==> src/rtl/monitor_sampler.sv <==
// monitor_sampler
//   Block-averages four signed 16-bit channels over 2^AVG_SHIFT samples and
//   forwards each completed average to a slow monitor. A holdoff counter keeps
//   the monitor from being fed faster than it can print a line. Blocks that
//   complete while the holdoff is running are discarded and counted.
//
// Ports
//   clk                 rising-edge clock
//   rst                 synchronous, active-high reset
//   i_en                sample strobe, one sample per high cycle
//   i_val0..i_val3      signed channel samples, valid while i_en=1
//   o_en                one-cycle pulse: o_val0..3 hold a new averaged line
//   o_val0..o_val3      averaged channel values, held between pulses
//   o_drop_cnt          saturating count of blocks discarded by the holdoff

// One channel: accumulator plus the floor-average of the block that is
// completing on the current sample.
module monitor_sampler_lane #(
    parameter int AVG_SHIFT = 4
) (
    input  logic               clk,
    input  logic               rst,
    input  logic               add,
    input  logic               clr,
    input  logic signed [15:0] val,
    output logic signed [15:0] res
);
    localparam int AW = 16 + AVG_SHIFT;

    // Holds at most N-1 samples, so acc+val (N samples) always fits in AW bits.
    logic signed [AW-1:0] acc;
    logic signed [AW-1:0] sum;

    assign sum = acc + AW'(val);
    // Arithmetic shift floors toward -inf; the average always fits in 16 bits.
    assign res = 16'(sum >>> AVG_SHIFT);

    always_ff @(posedge clk) begin
        if (rst)
            acc <= '0;
        else if (clr)
            acc <= '0;
        else if (add)
            acc <= sum;
    end
endmodule

module monitor_sampler #(
    parameter int          AVG_SHIFT   = 4,
    parameter logic [23:0] HOLD_CYCLES = 24'd70000
) (
    input  logic               clk,
    input  logic               rst,
    input  logic               i_en,
    input  logic signed [15:0] i_val0,
    input  logic signed [15:0] i_val1,
    input  logic signed [15:0] i_val2,
    input  logic signed [15:0] i_val3,
    output logic               o_en,
    output logic signed [15:0] o_val0,
    output logic signed [15:0] o_val1,
    output logic signed [15:0] o_val2,
    output logic signed [15:0] o_val3,
    output logic [7:0]         o_drop_cnt
);
    localparam int NUM_LANES = 4;

    typedef enum logic {READY, HOLD} st_t;

    logic [NUM_LANES-1:0][15:0] lane_in;
    logic [NUM_LANES-1:0][15:0] lane_res;
    logic [NUM_LANES-1:0][15:0] val_q;
    logic                       blk_done;
    logic                       accept;
    logic                       drop;
    st_t                        st, st_nxt;
    logic [23:0]                hold_cnt, hold_nxt;

    assign lane_in = {i_val3, i_val2, i_val1, i_val0};

    for (genvar g = 0; g < NUM_LANES; g++) begin : g_lane
        monitor_sampler_lane #(.AVG_SHIFT(AVG_SHIFT)) u_lane (
            .clk (clk),
            .rst (rst),
            .add (i_en),
            .clr (blk_done),
            .val (lane_in[g]),
            .res (lane_res[g])
        );
    end

    // Sample counter; wrapping from N-1 to 0 is the block-complete clear.
    if (AVG_SHIFT > 0) begin : g_cnt
        logic [AVG_SHIFT-1:0] scnt;
        always_ff @(posedge clk) begin
            if (rst)
                scnt <= '0;
            else if (i_en)
                scnt <= scnt + 1'b1;
        end
        assign blk_done = i_en && (scnt == '1);
    end else begin : g_nocnt
        assign blk_done = i_en;
    end

    // Holdoff FSM: state register
    always_ff @(posedge clk) begin
        if (rst) begin
            st       <= READY;
            hold_cnt <= '0;
        end else begin
            st       <= st_nxt;
            hold_cnt <= hold_nxt;
        end
    end

    // Holdoff FSM: next state. HOLD counts down every cycle; a zero load
    // (HOLD_CYCLES==0) keeps the FSM in READY.
    always_comb begin
        hold_nxt = hold_cnt;
        case (st)
            READY:   if (blk_done) hold_nxt = HOLD_CYCLES;
            HOLD:    hold_nxt = hold_cnt - 24'd1;
            default: hold_nxt = '0;
        endcase
        st_nxt = (hold_nxt == '0) ? READY : HOLD;
    end

    // Holdoff FSM: outputs
    always_comb begin
        accept = blk_done && (st == READY);
        drop   = blk_done && (st == HOLD);
    end

    always_ff @(posedge clk) begin
        if (rst) begin
            o_en       <= 1'b0;
            val_q      <= '0;
            o_drop_cnt <= '0;
        end else begin
            o_en <= accept;
            if (accept)
                val_q <= lane_res;
            if (drop && o_drop_cnt != 8'hFF)
                o_drop_cnt <= o_drop_cnt + 8'd1;
        end
    end

    assign o_val0 = val_q[0];
    assign o_val1 = val_q[1];
    assign o_val2 = val_q[2];
    assign o_val3 = val_q[3];
endmodule

==> config.mk <==
export PLATFORM = sky130hd
export DESIGN_NAME = monitor_sampler
export DESIGN_NICKNAME = d
export VERILOG_FILES = /design/src/rtl/monitor_sampler.sv
export SDC_FILE = /design/constraint.sdc
export NUM_CORES = 1
export LEC_CHECK = 0
export ABC_CLOCK_PERIOD_IN_PS = 6350
export CAP_MARGIN = 20
export CORE_MARGIN = 2
export CORE_UTILIZATION = 40
export CTS_CLUSTER_SIZE = 25
export DETAILED_ROUTE_END_ITERATION = 10
export SYNTH_ARGS = -nofsm -noshare
export SYNTH_HDL_FRONTEND = slang
export SYNTH_SLANG_ARGS = --single-unit
==> constraint.sdc <==
create_clock -name clk -period 6.35 [get_ports clk]
set_clock_uncertainty 0.15 [all_clocks]
set_input_delay 0.9525 -clock clk [delete_from_list [all_inputs] [get_ports clk]]
set_output_delay 0.9525 -clock clk [all_outputs]
set_load 0.005 [all_outputs]
---- Word-level counts from Yosys, hierarchy flattened ----
Index checks and enable logic that the tools add are counted.
word-level totals
  output and inout bits ................... 73
  input port bits ......................... 67
  bits in latches ......................... 0
  bits in read-only memories .............. 0
  bits in writable memories ............... 0
  word-level logic and storage cells ...... 32
  memories ................................ 0
  register bits ........................... 182
operators by class
  bitwise operators ....................... 1
  div/mod/pow operators ................... 0
  mux-type cells .......................... 3
  equality and inequality tests ........... 2
  magnitude comparators ................... 0
  multipliers ............................. 0
  $add $sub $neg .......................... 7
  reductions and logical operators ........ 6
  shift operators ......................... 0
operators by type and width
  cell                     count
  $add A20 B16 Y20         4
  $pmux W24 S2             1
  $logic_not A24 Y1        1
  $mux W24                 1
  $sub A24 B1 Y24 const B  1
  $add A8 B1 Y8 const B    1
  $ne A8 B8 Y1 const B     1
  $add A4 B1 Y4 const B    1
  $eq A4 B4 Y1 const B     1
  $logic_and A1 B1 Y1      4
  $reduce_or A2 Y1         1
  $mux W1                  1
  $not A1 Y1               1

---- Logic depth before layout (Yosys ltp) ----
Gate-level depths: netlist (run 1).
  word-level depth ........................ 6
  mapped depth ............................ 10
  gate-level depth less buffers ........... 10

---- Cells and area by module ----
Synthesis (run 1) repeated with hierarchy kept, for this count alone.
unflattened totals
  cells, all modules ...................... 1,563
  area, all modules ....................... 12,518.3 um^2
by module, submodules not included
  module                                       sequential area each (um^2)  area an instance (um^2)  cells an instance  instances
  monitor_sampler_lane (g_lane[0].u_lane ...)  400.4                        2,149.6                  277                3
  monitor_sampler                              2,042.0                      4,141.5                  505                1
  monitor_sampler_lane (g_lane[3].u_lane)      400.4                        1,928.1                  227                1

---- Least setup slack after synthesis (run 1) ----
No wires, ideal clock.
  path kind ............................... input to register
  start point ............................. input port i_val2[2]
  end point ............................... register g_lane[2].u_lane.acc[19]
  path slack .............................. 3.053 ns
  arrival ................................. 3.024 ns
  setup time .............................. 0.123 ns
  path buffers ............................ 0
  required time ........................... 6.077 ns
  stages on the path ...................... 9
  cells stage by stage .................... ha_1 > and3_1 > a221oi_2 > o221ai_2 > a221o_2 > a21oi_2 > a211o_2 > mux2i_1 > mux2_1
on the way
  cells in the longest elaborated chain, start to end .. 1
RTL lines
  item                  RTL line  text
  from (decl)           57        input logic signed [15:0] i_val2,
  $add A20 B16 Y20      34        assign sum = acc + AW'(val);
  to (signal assigned)  44        acc <= sum;
  to (decl)             31        logic signed [AW-1:0] acc;
Every way passes these cells.
A chain may end at the register's enable or synchronous reset.

---- Final worst setup path (run 1) ----
  start point ............................. input port i_val1[0]
  end point ............................... register g_lane[1].u_lane.acc[18]
on the way
  cells in the longest elaborated chain, start to end .. 1
RTL lines
  item                  RTL line  text
  from (decl)           56        input logic signed [15:0] i_val1,
  $add A20 B16 Y20      34
  to (signal assigned)  44
  to (decl)             31
Every way passes these cells.

==> metrics, run 1 <==
synthesized cell area 10,400 um^2; hpwl dp 17,400 um; critical path cell sequence clkdlybuf4s50_1 -> ha_1 -> fa_1 -> a21o_1 -> a311oi_1 -> o311ai_1 -> a31oi_1 -> o2111ai_1 -> a31oi_1 -> nand3b_1 -> a21oi_1; # diodes 0; Logic pwr share between 30% and 40%; largest net degree at the start of global routing 79; CP required 6.47 ns; status finished, final reports clean; min-delay worst type reg -> reg; Die X-Extent 165 um; die footprint 27,300 um^2; Final Power 0.00352 W; CP max FO 3; Clock Power Share slightly below 30%; share of power burned in registers a little under two fifths; Slew Limit Fails 0; average size of a mapped cell 8.47 um^2; Max-Cap Viols 0; Reg-to-Reg End st$_SDFF_PP0_; predominant post-synthesis flop cell dfxtp_1; worst relative slew slack around a third; Final Critical Period 3.65 ns; CTS clk-pin slew, worst paths 0.07 ns; WS Path Type in -> reg; Reg area around 3600 um^2; Worst EP arrival 3.77 ns; Placed Area 12,100 um^2; worst vdd ir 0.000129 V; multi-input logic area 6500 um^2; Hold EP o_val1[5]$_SDFFE_PP0P_; GRT Util Overall 18.2%; final RePlAce weighted congestion 0.812; Power Dens Cells roughly 280 nW/um^2; drt via density 5.25; Sinks on Clock Net between 150 and 200; RSZ-0062 raised after global routing no; Crit-path slowest cell a311oi_1; TritonCTS Buffers 17; placed cells 1,653; Syn Nets 1,377; Internal Pwr Total 0.00232 W; Filler Cell Count 2,554; Async S/R FF share, synth 0%; Initial Util 40.4%; core area 25,800 um^2; Clk Tree Root Cell clkbuf_16; register area share after synthesis a little over a third; fin area between 10,000 and 15,000 um^2; Psw 0.00121 W; initial antenna violation count 0; # nets final 1,487; Setup crit start kind primary input; H-tree depth 4; synth warn 0; fin cells 1,685; ANT nets after route 0; CP peak stage delay 0.47 ns; drt pass-1 iters 5; detailed-route wire length per cell 14.6 um; Setup Buffers After CTS 0; cts hold-fix bufs 0; Worst-Margin Slew 1.02 ns; Residual DRC 0; DRT Wirelength 24,600 um; Hold Crit Depth 2; Leakage Power 5.16 nW; Top Ports 140; port buffer count 139; via count 8,849; fin util 49.0%; first-pass GRT wire length 40,300 um; final setup fails 0; Synth top area share 35.0%; DRT iter0 DRCs approximately 350; Synth cell types 81; CTS tree yes; GR Overflow Total 0; most used cell, CP a31oi_1; layout cells sized above 1 around 5.8%; Tcrit/Tclk final 57.5%; R2R Setup Slk 3.31 ns; Worst Setup SP i_val1[0]; Fin. Hold Viols 0; P&R area growth vs syn 21.4%; row count 59; Gate Count Post-Synth 1,227; Worst-Skew Late Latency 0.43 ns; Reg2Reg Depth 9; Worst R2R Start st$_SDFF_PP0_; Post-synth EDFFs 0; CTS max path bufs 2; Synth area leaders dfxtp_1 (35%), ha_1 (9.5%), mux2i_1 (6.8%); number of global-route vias before repair 8,293; post-synth top area cell dfxtp_1; switch share 34.3%; # resized after CTS 0; crit path capture type register; #FFs+latches synth ~180; Setup TNS 0 ns; origin of the worst min-delay path o_val1[5]$_SDFFE_PP0P_; DIE HEIGHT 165 um; FMAX 274 MHz
[through the flow]
step / setup WS [ns] / hold slack [ns]
finish: 2.70 / 0.303
global route: 2.44 / 0.321
CTS: 2.73 / 0.308
detailed placement: 2.28 / 0.299
global placement: 2.31 / 0.296
floorplan: 3.05 / 0.300
[power by group through the flow]
stage | combinational, W | sequential (W) | clock (W)
floorplan | 0.000929 | 0.00134 | 0
global placement | 0.00114 | 0.00136 | 0
detailed placement | 0.00115 | 0.00136 | 0
CTS | 0.00116 | 0.00134 | 0.00107
global route | 0.00130 | 0.00136 | 0.00110
finish | 0.00115 | 0.00134 | 0.00103
[metal layers]
metal  part of all wire [%]  track usage (%)  vias to the layer above
li1                       -                -                     4596
met1                     49             24.1                     4089
met2                     47             30.7                      142
met3                    3.1             2.70                       22
met4                    1.1             5.18                        0
met5                      0                0                        -
[cell usage after synthesis, types with 4 or more instances]
library cell,n
dfxtp_1,182
nor2_1,165
nand2_1,160
a21oi_1,107
ha_1,79
mux2i_1,71
xnor2_1,51
clkbuf_1,31
nand3_1,28
o21ai_0,28
a21o_1,26
xor2_1,26
nor3_1,25
a211oi_1,19
buf_1,17
inv_1,17
and3_1,15
a31oi_1,13
nand3b_1,10
or3_1,9
nor2b_1,8
and2_1,7
o21a_1,7
nand2b_1,6
mux2_2,5
nand4_1,5
o2111ai_1,5
o211ai_1,5
or2_2,5
a41oi_1,4
and4_1,4
buf_2,4
fa_1,4
nand4b_1,4
nor3b_1,4
[cells in the final DEF, fill, tap and decap left out, types with 7 or more instances in the layout]
master,Yosys,final
dfxtp_1,182,182
nor2_1,165,164
nand2_1,160,159
clkdlybuf4s50_1,0,137
a21oi_1,107,107
ha_1,79,79
mux2i_1,71,71
xnor2_1,51,51
nand3_1,28,28
o21ai_0,28,28
a21o_1,26,26
xor2_1,26,26
nor3_1,25,25
a211oi_1,19,19
inv_1,17,17
clkbuf_16,0,17
and3_1,15,15
a31oi_1,13,13
nand3b_1,10,10
or3_1,9,9
nor2b_1,8,8
and2_1,7,7
o21a_1,7,7
buf_4,0,7
[kinds of logic after synthesis]
group	count (synthesis)	synth area share [%]
and+or+nand+nor	466	20.4
AOI/OAI and AO/OA	269	17.2
DFF	182	35.0
adders and majority gates	83	10.3
xor gates and xnor gates	79	6.92
muxes	78	7.59
buffers and inverters	70	2.59
[area by class of cell]
cell class                      count  share of cell area [%]
Tap cell                          335                    3.32
Multi-Input combinational cell    975                    51.5
Inverter                           17                   0.506
Clock buffer                       19                    3.59
Sequential cell                   182                    28.9
Clock inverter                     13                   0.932
Timing Repair Buffer              144                    11.3
[registers in the layout, indices dropped and copies added (netlist names)]
name,cells
o_drop_cnt,8
o_val2,16
g_lane.u_lane.acc,80
st,1
o_val0,16
o_en,1
hold_cnt,24
o_val3,16
g_cnt.scnt,4
o_val1,16
[worst max-delay path by stage]
| stage | to | slack (ns) |
|---|---|---|
| floorplan | g_lane[2].u_lane.acc[19]$_SDFFE_PP0P_ | 3.05 |
| global placement | g_lane[1].u_lane.acc[18]$_SDFFE_PP0P_ | 2.31 |
| detailed placement | g_lane[1].u_lane.acc[18]$_SDFFE_PP0P_ | 2.28 |
| CTS | g_lane[1].u_lane.acc[18]$_SDFFE_PP0P_ | 2.73 |
| global route | g_lane[1].u_lane.acc[16]$_SDFFE_PP0P_ | 2.44 |
| finish | g_lane[1].u_lane.acc[18]$_SDFFE_PP0P_ | 2.70 |
[critical path: cells and delay by family]
kind            cells  cell delay (ns)
compound gates      7             1.63
fa+ha+maj           2             0.64
buf+inv             1             0.40
simple gates        1             0.13
Power figures use the tool's default switching activity.
==> run 2: changes to the inputs <==
ABC_CLOCK_PERIOD_IN_PS = 3700   (was 6350)
clock period = 3.7 ns   (was 6.35 ns; I/O delays follow)
==> run 2 against run 1 <==
Hold slack worse by 0.00058 ns. Sequential cell count unchanged. Critical path type unchanged. Via count up 0.87%. Cell count up 0.36%. Clock-buffer cell count unchanged. Global-route usage up 0.31 points. Die area unchanged. Worst setup slack worse by 2.2 ns. Core utilization up 0.15 points.
==> metrics, run 2 (synthesis gave the netlist of run 1 again) <==
number of global-route vias before repair 8,676 (+4.6%); Tcrit/Tclk final 85.8%; Reg-to-Reg End g_lane[0].u_lane.acc[19]$_SDFFE_PP0P_; Fin. Hold Viols 0 (unchanged); most flop-heavy register g_lane.u_lane.acc; CP max FO 5 (+2); largest net degree at the start of global routing 76 (-3.8%); DIE HEIGHT 165 um (unchanged); Psw 0.00204 W (+69%); cts hold-fix bufs 0 (unchanged); Hold EP o_val2[14]$_SDFFE_PP0P_; TritonCTS Buffers 17 (unchanged); drt via density 5.28 (+0.51%); CP peak stage delay 0.40 ns (-0.07 ns); FMAX 315 MHz; Worst-Skew Late Latency 0.44 ns (about the same); Sinks on Clock Net 182 (unchanged); final RePlAce weighted congestion 0.846 (+4.1%); crit path capture type register; Crit path max-delay family compound AO/OA/AOI/OAI gates; P&R area growth vs syn 21.8%; Setup Buffers After CTS 0 (unchanged); # resized after CTS 0 (unchanged); most frequent cells in the layout dfxtp_1 (182), nor2_1 (164), nand2_1 (159); # nets final 1,493 (+0.40%); WS Path Type in -> reg; core area 25,800 um^2 (unchanged); Power Dens Cells 479 nW/um^2 (+71%); drt pass-1 iters 5 (unchanged); detailed-route wire length per cell 14.7 um (+0.75%); RSZ-0062 raised after global routing no; worst relative slew slack 25.8% (-6.4 points); fin util 49.1% (+0.15 points); ANT nets after route 0 (unchanged); top flop regs g_lane.u_lane.acc: 80 flops, hold_cnt: 24 flops; Max-Cap Viols 0 (unchanged); Clock Power Share 29.0% (-0.2 points); Reg2Reg Depth 9 (unchanged); leading cell type in the layout, fill and taps excluded dfxtp_1; via count 8,926 (+0.87%); layout cells sized above 1 6.12% (+0.34 points); CP required 3.86 ns (-2.61 ns); CTS max path bufs 2 (unchanged); critical path cell sequence clkdlybuf4s50_1 -> ha_1 -> and3_1 -> a221oi_2 -> o221ai_1 -> a221o_1 -> a21oi_1 -> a211o_2 -> mux2i_1 -> mux2_1; hpwl dp 17,600 um (+1.6%); Worst EP arrival 3.34 ns (-0.43 ns); min-delay worst type reg -> reg; initial antenna violation count 0 (unchanged); Slew Limit Fails 0 (unchanged); Filler Cell Count 2,568 (+0.55%); Reg area 3640 um^2 (unchanged); Final Critical Period 3.18 ns; Setup crit start kind primary input; R2R Setup Slk 0.74 ns (-2.57 ns); first-pass GRT wire length 41,100 um (+2.0%); Internal Pwr Total 0.00402 W (+74%); # diodes 0 (unchanged); Die X-Extent 165 um (unchanged); final setup fails 0 (unchanged); Residual DRC 0 (unchanged); Top Ports 140 (unchanged); Setup TNS 0 ns (unchanged); origin of the worst min-delay path o_val2[14]$_SDFFE_PP0P_; H-tree depth 4 (unchanged); port buffer count 139 (unchanged); Initial Util 40.4% (unchanged); Hold Crit Depth 2 (unchanged); Worst R2R Start g_lane[0].u_lane.acc[3]$_SDFFE_PP0P_; share of power burned in registers 37.9% (about the same); status finished, final reports clean; multi-input logic area 6500 um^2 (unchanged); die footprint 27,300 um^2 (unchanged); max reg flops 80 (unchanged); row count 59 (unchanged); fin area 12,700 um^2 (+0.31%); Leakage Power 5.19 nW (+0.53%); Fin Hold WS 0.302 ns (-0.000583 ns); DRT Wirelength 24,900 um (+1.1%); Logic pwr share 33.1% (+0.3 points); DRT iter0 DRCs 374 (+7.2%); GRT Util Overall 18.5% (+0.31 points); CTS clk-pin slew, worst paths 0.06 ns (about the same); Placed Area 12,100 um^2 (+0.37%); CTS tree yes; switch share 33.7% (-0.59 points); Worst-Margin Slew 1.11 ns (+0.0954 ns); Crit-path slowest cell clkdlybuf4s50_1; Clk Tree Root Cell clkbuf_16; GR Overflow Total 0 (unchanged); crit path buf inv count 1 (unchanged); worst vdd ir 0.000290 V (+120%)
[run 2: cell types whose count changed in the layout (fill, tap and decap cells not counted), sizes merged]
cell | previous run | this run
buf | 7 | 13
bufinv | 0 | 1
clkinv | 6 | 7
inv | 22 | 20
[run 2: tightest hold or removal path, stage by stage, from the launching register on]
cell     delay (ns)
dfxtp_1        0.31
nand2_1        0.05
a21oi_1        0.05
[run 2: per-stage QoR]
step | cells | power, W | worst slack, ns
global route | 1691 | 0.00647 | 0.381
CTS | 1691 | 0.00613 | 0.564
detailed placement | 1659 | 0.00433 | 0.113
floorplan | 1227 | 0.00389 | 0.801
global placement | 1659 | 0.00431 | 0.138
finish | 1691 | 0.00606 | 0.524
[run 2: layer usage]
| layer | global-route usage (%) | wire length (um) | vias up |
|---|---|---|---|
| met1 | 23.8 | 12000 | 4142 |
| met5 | 0 | 0 | - |
| met2 | 31.7 | 11500 | 150 |
| met3 | 3.02 | 962 | 23 |
| li1 | - | - | 4611 |
| met4 | 5.81 | 409 | 0 |
[run 2: how the worst max path moves through the flow]
stage,start,cells past startpoint,slack (ns),end
finish,i_val0[3],10,0.52,g_lane[0].u_lane.acc[19]$_SDFFE_PP0P_
floorplan,i_val2[2],9,0.80,g_lane[2].u_lane.acc[19]$_SDFFE_PP0P_
CTS,i_val0[3],10,0.56,g_lane[0].u_lane.acc[19]$_SDFFE_PP0P_
global route,i_val0[1],10,0.38,g_lane[0].u_lane.acc[19]$_SDFFE_PP0P_
global placement,i_val0[3],10,0.14,g_lane[0].u_lane.acc[19]$_SDFFE_PP0P_
detailed placement,i_val0[3],10,0.11,g_lane[0].u_lane.acc[19]$_SDFFE_PP0P_
[run 2: area by class of cell]
class | instances | area share [%]
Multi-Input combinational cell | 975 | 51.3
Sequential cell | 182 | 28.8
Tap cell | 335 | 3.31
Clock buffer | 19 | 3.50
Clock inverter | 13 | 0.959
Inverter | 17 | 0.504
Timing Repair Buffer | 150 | 11.6
[run 2: power by group through the flow]
stage	Sequential [W]	Combinational, W	Clock, W
after floorplan	0.00230	0.00159	0
after global placement	0.00234	0.00197	0
after detailed placement	0.00234	0.00199	0
after CTS	0.00230	0.00201	0.00182
after global routing	0.00233	0.00226	0.00188
final	0.00230	0.00200	0.00176
